### src/rtl/wb_scoreboard.sv
// wb_scoreboard: per-register in-flight write counters that stall issue on RAW hazards and full counters.
// Optional SB_WB_BYPASS_EN adds RS1_FWD/RS2_FWD for same-cycle writeback forwarding.
module wb_scoreboard #(
    parameter int CNT_W = 2
) (
    input  logic        CLK,
    input  logic        RST,
    input  logic        ISSUE_VALID,
    input  logic [4:0]  ISSUE_RS1,
    input  logic [4:0]  ISSUE_RS2,
    input  logic        RS1_USED,
    input  logic        RS2_USED,
    input  logic        ISSUE_RD_VALID,
    input  logic [4:0]  ISSUE_RD,
    input  logic        FLUSH,
    input  logic        RD_WB_VALID_MEM3_WB,
    input  logic [4:0]  RD_WB_MEM3_WB,
    output logic        STALL,
    output logic        RS1_PENDING,
    output logic        RS2_PENDING,
    output logic [31:0] PEND_VEC,
`ifdef SB_WB_BYPASS_EN
    output logic        RS1_FWD,
    output logic        RS2_FWD,
`endif
    output logic        SB_ERR
);
    localparam logic [CNT_W-1:0] MAX = '1;
    logic [31:1][CNT_W-1:0] cnt;
    logic [31:0][CNT_W-1:0] cv, cnt_d;
    logic [31:0] pend_d;
    logic rs1_hit, rs2_hit, rd_full, inc, dec, err, fwd1, fwd2, wb_nz;
    // x0 reads as a permanently empty counter
    assign cv = {cnt, {CNT_W{1'b0}}};
    assign wb_nz = RD_WB_VALID_MEM3_WB & (|RD_WB_MEM3_WB);
    assign rs1_hit = ISSUE_VALID & RS1_USED & (|ISSUE_RS1) & (|cv[ISSUE_RS1]);
    assign rs2_hit = ISSUE_VALID & RS2_USED & (|ISSUE_RS2) & (|cv[ISSUE_RS2]);
`ifdef SB_WB_BYPASS_EN
    assign fwd1 = rs1_hit & wb_nz & (RD_WB_MEM3_WB == ISSUE_RS1) & (cv[ISSUE_RS1] == CNT_W'(1)) & ~FLUSH;
    assign fwd2 = rs2_hit & wb_nz & (RD_WB_MEM3_WB == ISSUE_RS2) & (cv[ISSUE_RS2] == CNT_W'(1)) & ~FLUSH;
    assign RS1_FWD = fwd1;
    assign RS2_FWD = fwd2;
`else
    assign fwd1 = 1'b0;
    assign fwd2 = 1'b0;
`endif
    assign RS1_PENDING = rs1_hit & ~fwd1;
    assign RS2_PENDING = rs2_hit & ~fwd2;
    assign rd_full = ISSUE_VALID & ISSUE_RD_VALID & (|ISSUE_RD) & (cv[ISSUE_RD] == MAX);
    assign STALL = RS1_PENDING | RS2_PENDING | rd_full | FLUSH;
    assign inc = ISSUE_VALID & ~STALL & ISSUE_RD_VALID & (|ISSUE_RD);
    assign dec = wb_nz & (|cv[RD_WB_MEM3_WB]);
    assign err = wb_nz & ~(|cv[RD_WB_MEM3_WB]) & ~FLUSH;
    always_comb begin
        cnt_d = '0;
        pend_d = '0;
        for (int i = 1; i < 32; i++) begin
            cnt_d[i] = FLUSH ? '0 : cv[i] + CNT_W'(inc && ISSUE_RD == 5'(i)) - CNT_W'(dec && RD_WB_MEM3_WB == 5'(i));
            pend_d[i] = |cnt_d[i];
        end
    end
    always_ff @(posedge CLK) begin
        if (RST) begin
            cnt <= '0;
            PEND_VEC <= '0;
            SB_ERR <= 1'b0;
        end else begin
            cnt <= cnt_d[31:1];
            PEND_VEC <= pend_d;
            SB_ERR <= SB_ERR | err;
        end
    end
endmodule
### config.mk
export PLATFORM = sky130hd
export DESIGN_NAME = wb_scoreboard
export DESIGN_NICKNAME = d
export VERILOG_FILES = /design/src/rtl/wb_scoreboard.sv
export SDC_FILE = /design/constraint.sdc
export NUM_CORES = 1
export LEC_CHECK = 0
export CAP_MARGIN = 20
export CORE_ASPECT_RATIO = 1.75
export CORE_MARGIN = 5
export CORE_UTILIZATION = 55
export CTS_CLUSTER_DIAMETER = 150
export CTS_CLUSTER_SIZE = 8
export DETAILED_ROUTE_END_ITERATION = 8
export DONT_BUFFER_PORTS = 1
export HOLD_SLACK_MARGIN = 0.12
export PLACE_DENSITY = 0.7
export SLEW_MARGIN = 40
export SYNTH_ARGS = -nofsm -noshare
export SYNTH_HDL_FRONTEND = slang
export SYNTH_SLANG_ARGS = --single-unit
### constraint.sdc
create_clock -name CLK -period 4.1 [get_ports CLK]
set_input_delay 0.615 -clock CLK [delete_from_list [all_inputs] [get_ports CLK]]
set_output_delay 0.615 -clock CLK [all_outputs]
set_load 0.03 [all_outputs]
* After elaboration in Yosys (flattened, before gate mapping)
Cells that the tools add are included.
** Storage, ports and cells
- Register bits :: 95
- Input port bits :: 28
- Output and inout bits :: 36
- Word-level logic and storage cells :: 325
** Cells by class
- Add/sub/neg operators :: 62
- $lt $le $gt $ge :: 4
- Equal/unequal tests :: 63
- Muxes and demuxes :: 39
- Bitwise operators :: 23
- Reduce and logical (&&, ||, !) cells :: 100
** Operator list (count)
- equality test 5 bit, second input constant :: 32
- equality test 5 x 4 -> 1 bit, second input constant :: 16
- 2-to-1 mux 2 bit :: 35
- OR reduction 2 bit :: 34
- adder 2 x 1 -> 2 bit :: 31
- logical AND 1 bit :: 62
- subtractor 2 x 1 -> 2 bit :: 31
- binary-select mux 2 bit (select 5 bit) :: 4
- equality test 5 x 3 -> 1 bit, second input constant :: 8
- less-than comparator 5 x 6 -> 1 bit, second input constant :: 4
- equality test 5 x 2 -> 1 bit, second input constant :: 4
- OR reduction 5 bit :: 4
- AND 1 bit :: 16
- equality test 5 x 1 -> 1 bit, second input constant :: 2
- OR 1 bit :: 4
- inverter 1 bit :: 3
- equality test 2 bit, second input constant :: 1

* Depth between registers and ports, before layout
- Depth in word-level cells :: 16
- Mapped depth :: 16
- Gate-level depth less buffers :: 13

* Least setup slack after synthesis
OpenSTA, ideal clock, no wires.
- Path kind :: in2reg
- Start :: in ISSUE_RS1[0]
- End :: reg PEND_VEC[6]
- Library setup time :: 0.123 ns
- Arrival time :: 3.327 ns
- Required time :: 3.977 ns
- Path slack :: 0.650 ns
- Stages on the path :: 14
- Path buffers :: 2
- Cells stage by stage :: buf_1 mux4_2 a221oi_2 a41oi_1 a21oi_2 buf_6 nand3_1 ha_1 inv_1 ha_1 xor2_1 xnor2_1 nor2_1 or2_2
** On the way
- Longest elaborated chain between the ends :: 16
- Elaborated cells on any way between the ends :: 18
- Those cells by class :: add/sub: 2; mux: 3; bitwise: 9; reduce/logical: 4
** RTL lines
- start: declaration :: line 9 : input logic [4:0] ISSUE_RS1,
- binary-select mux 2 bit (select 5 bit) :: line 36 : assign rs1_hit = ISSUE_VALID & RS1_USED & (|ISSUE_RS1) & (|cv[ISSUE_RS1]);
- 2-to-1 mux 2 bit (implied by the code) :: line 36
- OR reduction 2 bit :: line 36
- AND 1 bit (*) :: line 36
- OR 1 bit (*) (3 in a row) :: line 50 : assign STALL = RS1_PENDING | RS2_PENDING | rd_full | FLUSH;
- inverter 1 bit (*) :: line 51 : assign inc = ISSUE_VALID & ~STALL & ISSUE_RD_VALID & (|ISSUE_RD);
- AND 1 bit (*) (3 in a row) :: line 51
- logical AND 1 bit (*) :: line 58 : cnt_d[i] = FLUSH ? '0 : cv[i] + CNT_W'(inc && ISSUE_RD == 5'(i)) - CNT_W'(dec && RD_WB_MEM3_WB == 5'(i));
- adder 2 x 1 -> 2 bit (*) :: line 58
- subtractor 2 x 1 -> 2 bit (*) :: line 58
- 2-to-1 mux 2 bit (*) :: line 58
- OR reduction 2 bit (*) :: line 59 : pend_d[i] = |cnt_d[i];
- end signal: assignment :: line 69 : PEND_VEC <= pend_d;
- end: declaration :: line 21 : output logic [31:0] PEND_VEC,
Mark *: on every way between the ends. The rest lies on a longest branch, timed or not. The select of a mux whose other input is x is not followed.
A chain may end at the register's enable or synchronous reset.

* Worst setup path in the final report
- Start :: reg cnt[42] (netlist bit)
- End :: reg PEND_VEC[24]
** On the way
- Longest elaborated chain between the ends :: 16
- Elaborated cells on any way between the ends :: 29
- Those cells by class :: add/sub: 2; eq/ne: 1; mux: 9; bitwise: 11; reduce/logical: 6
** RTL lines
- start: declaration :: line 29 : logic [31:1][CNT_W-1:0] cnt;
- start signal: assignment :: line 68 : cnt <= cnt_d[31:1];
- binary-select mux 2 bit (select 5 bit), on equally long branches :: line 36, 37
- 2-to-1 mux 2 bit, on equally long branches :: line 36, 37
- OR reduction 2 bit, on equally long branches :: line 36, 37
- AND 1 bit, on equally long branches :: line 36, 37
- OR 1 bit (3 in a row) :: line 50
- inverter 1 bit :: line 51
- AND 1 bit (3 in a row) :: line 51
- logical AND 1 bit :: line 58
- adder 2 x 1 -> 2 bit :: line 58
- subtractor 2 x 1 -> 2 bit (*) :: line 58
- 2-to-1 mux 2 bit (*) :: line 58
- OR reduction 2 bit (*) :: line 59
Marked as above.

==> metrics <==
adder-cell share of the synthesized area=12.69%; Worst Setup Start Kind=flip-flop; min cycle time layout=3.667 ns; WP data required=4.33 ns; Setup Viol. Count Final=0; Total Routing Usage GR=approximately 28%; Leak=roughly 3 nW; Port Buffers=0; count of final hold-check violations=0; setup TNS=0 ns; Net Count, Synth=between 700 and 800; most common cell after layout, fill and taps aside=dfxtp_1; area occupied by multi-input gates=3852 µm²; status=complete, no violations; Root Buffer Master=clkbuf_16; Final Core Density=between 50% and 60%; RD Place Congestion=slightly below 1; CP cell instances=or2_1 > mux4_2 > a21oi_1 > a211oi_1 > a311oi_4 > buf_12 > nand4_1 > ha_1 > inv_1 > ha_1 > xor2_1 > xnor2_1 > nor2_1 > or2_2; Synth Area in Simple Gates=between 20% and 30%; worst-path maximum fanout=25; I/O pins=between 60 and 70; synthesized flop and latch total=94; antenna cell count=0; period utilization=between 80% and 90%; largest net degree at the start of global routing=33; postcts setup bufs=0; vias in the first global route=5,306; Hold Path Class=input pin to flip-flop; WL per Instance=roughly 22 µm; Post-synth EDFFs=0; Slew HR=a little under half; number of max-cap violations=0; fill cell count=about 1,000; xor/xnor share of the synthesized area=8.884%; f_max=approximately 270 MHz; slowest stage cell, crit path=mux4_2; most frequent cells in the layout=94 x dfxtp_1, 80 x nor2_1, 62 x ha_1; drt via density=a little over 6; 1st-iter DRT viols=roughly 270; CP max stage delay=between 0.5 and 0.6 ns; Reg area=1882 µm²; VDD IR max=0.2975 mV; H-tree Lvls=3; post-synthesis sequential area ratio=a little under a third; latest clock arrival within the worst-skew pair=between 0.3 and 0.4 ns; PwrDens=a little under 300 nW/µm²; die area=~13,000 µm²; Die X=89.69 µm; Routed Wire Length=roughly 18,000 µm; via count=between 5,000 and 6,000; hold_buf cts=0; initial antenna violation count=0; Crit. End Element=flip-flop; Die H=approximately 150 µm; Antenna Nets Post-Route=0; Clock Pin Slew Worst Setup and Hold Paths=0.07 ns; design area=6411 µm²; compound-gate portion of the synthesized area=just under 9%; Post-CTS Resized=0; Mapped Area=around 6100 µm²; # rows=51; Initial Util=between 50% and 60%; cell count after synthesis=699; global-route wire length before repair=roughly 28,000 µm; Top FF cell, synth=dfxtp_1; largest family of logic cells by synthesized area=simple AND/OR/NAND/NOR gates; synth warn=0; Worst Skew=0.008428 ns; Final Slew Violations=0; Core Area=11,040 µm²; Initial DRT Pass Iterations=5; CP dominant cell by count=ha_1; Syn Area/Cell=8.744 µm²; CTS Buffer Depth=2; # DRC=0; Synth cell types=67; CTS Sinks=94; Layout Nets=770; CTS tree=done; DP Area=just over 6000 µm²; share of layout cells above drive strength 1=between 10% and 20%; Num CTS Buffers=9; post-synthesis mux area share=5.322%; Crit path arrival time=3.90 ns; worst setup path class=flip-flop to flip-flop; RSZ-0062 raised after global routing=false; Area Overhead vs Synth=4.893%; Hold WS=0.4177 ns; post-DP HPWL=13,660 µm; Remaining Overflow, GRT=0; worst slew pin tran=between 0.7 and 0.8 ns; Async SR Flop Fraction=0%
## report_power, final
group	total, mW	switching (mW)	internal (mW)
combinational	0.155	0.0983	0.0568
sequential	0.928	0.0101	0.918
clock	0.791	0.360	0.430
total	1.87	0.469	1.41
## worst max-delay path, delay by kind of cell, from the launching register on
family / cells / cell delay [ns]
flip-flops: 1 / 0.34
XOR/XNOR: 2 / 0.33
AND/OR/NAND/NOR: 4 / 0.78
multiplexers: 1 / 0.51
adder cells (fa/ha/maj): 2 / 0.47
buffers and inverters: 2 / 0.31
AO/OA/AOI/OAI: 3 / 0.79
## state kept, by name, indices dropped and copies added, names as in the netlist
register  cells
cnt          62
PEND_VEC     31
SB_ERR        1
## stage by stage
stage | worst slack [ns] | total power, mW | instances
final | 0.4332 | 1.874 | 817
after global routing | 0.2680 | 1.946 | 817
after CTS | 0.4761 | 1.888 | 817
after detailed placement | 0.4869 | 1.101 | 801
after global placement | 0.5362 | 1.101 | 801
after floorplan | 0.6502 | 1.087 | 699
## worst paths after layout
check | from | end | slack [ns] | cells after the start
worst max-delay path | cnt[42] | PEND_VEC[24] | 0.43 | 14
worst min-delay path | RST | SB_ERR | 0.42 | 2
worst max register to register | cnt[42] | PEND_VEC[24] | 0.43 | 14
worst min register to register | cnt[17] | cnt[17] | 0.57 | 2
## metal layers
| metal | share of wire, % | vias to the layer above | track usage [%] |
|---|---|---|---|
| li1 | - | 2391 | - |
| met1 | 36 | 2400 | 30.24 |
| met3 | 5.3 | 72 | 5.620 |
| met4 | 7.3 | 0 | 17.51 |
| met2 | 51 | 208 | 48.46 |
| met5 | 0 | - | 0 |
## synth_stat cells, drive strengths merged (3+ instances only)
| cell type | count | area (µm²) |
|---|---|---|
| a211oi | 9 | 72.57 |
| nor2 | 80 | 300.3 |
| nand3b | 4 | 30.03 |
| nor3 | 48 | 240.2 |
| nand4 | 18 | 118.9 |
| nor4 | 5 | 46.29 |
| or2 | 45 | 281.5 |
| nand2 | 25 | 96.35 |
| mux4 | 13 | 292.8 |
| xnor2 | 31 | 271.5 |
| nand2b | 10 | 62.56 |
| clkbuf | 13 | 48.80 |
| nand4b | 4 | 35.03 |
| nand3 | 26 | 135.1 |
| a21oi | 13 | 68.82 |
| dfxtp | 94 | 1882 |
| nor2b | 3 | 18.77 |
| buf | 27 | 182.7 |
| o211ai | 7 | 52.55 |
| a311oi | 3 | 43.80 |
| o22ai | 4 | 25.02 |
| and2 | 33 | 206.5 |
| xor2 | 31 | 271.5 |
| nor4b | 3 | 26.28 |
| inv | 39 | 146.4 |
| o21ai | 14 | 70.07 |
| ha | 62 | 775.7 |
## layout make-up
| class | instances | share of cell area [%] |
|---|---|---|
| Tap cell | 132 | 2.576 |
| Clock buffer | 12 | 3.845 |
| Inverter | 39 | 2.283 |
| Timing Repair Buffer | 10 | 1.366 |
| Clock inverter | 4 | 0.4879 |
| Multi-Input combinational cell | 526 | 60.09 |
| Sequential cell | 94 | 29.35 |
## cell families after synthesis
kind of cell	count (synthesis)
fa+ha+maj	62
xor+xnor	62
flops	94
buf+inv	79
mux	16
compound gates	72
simple gates	313
other cells	1
Power figures use the tool's default switching activity.
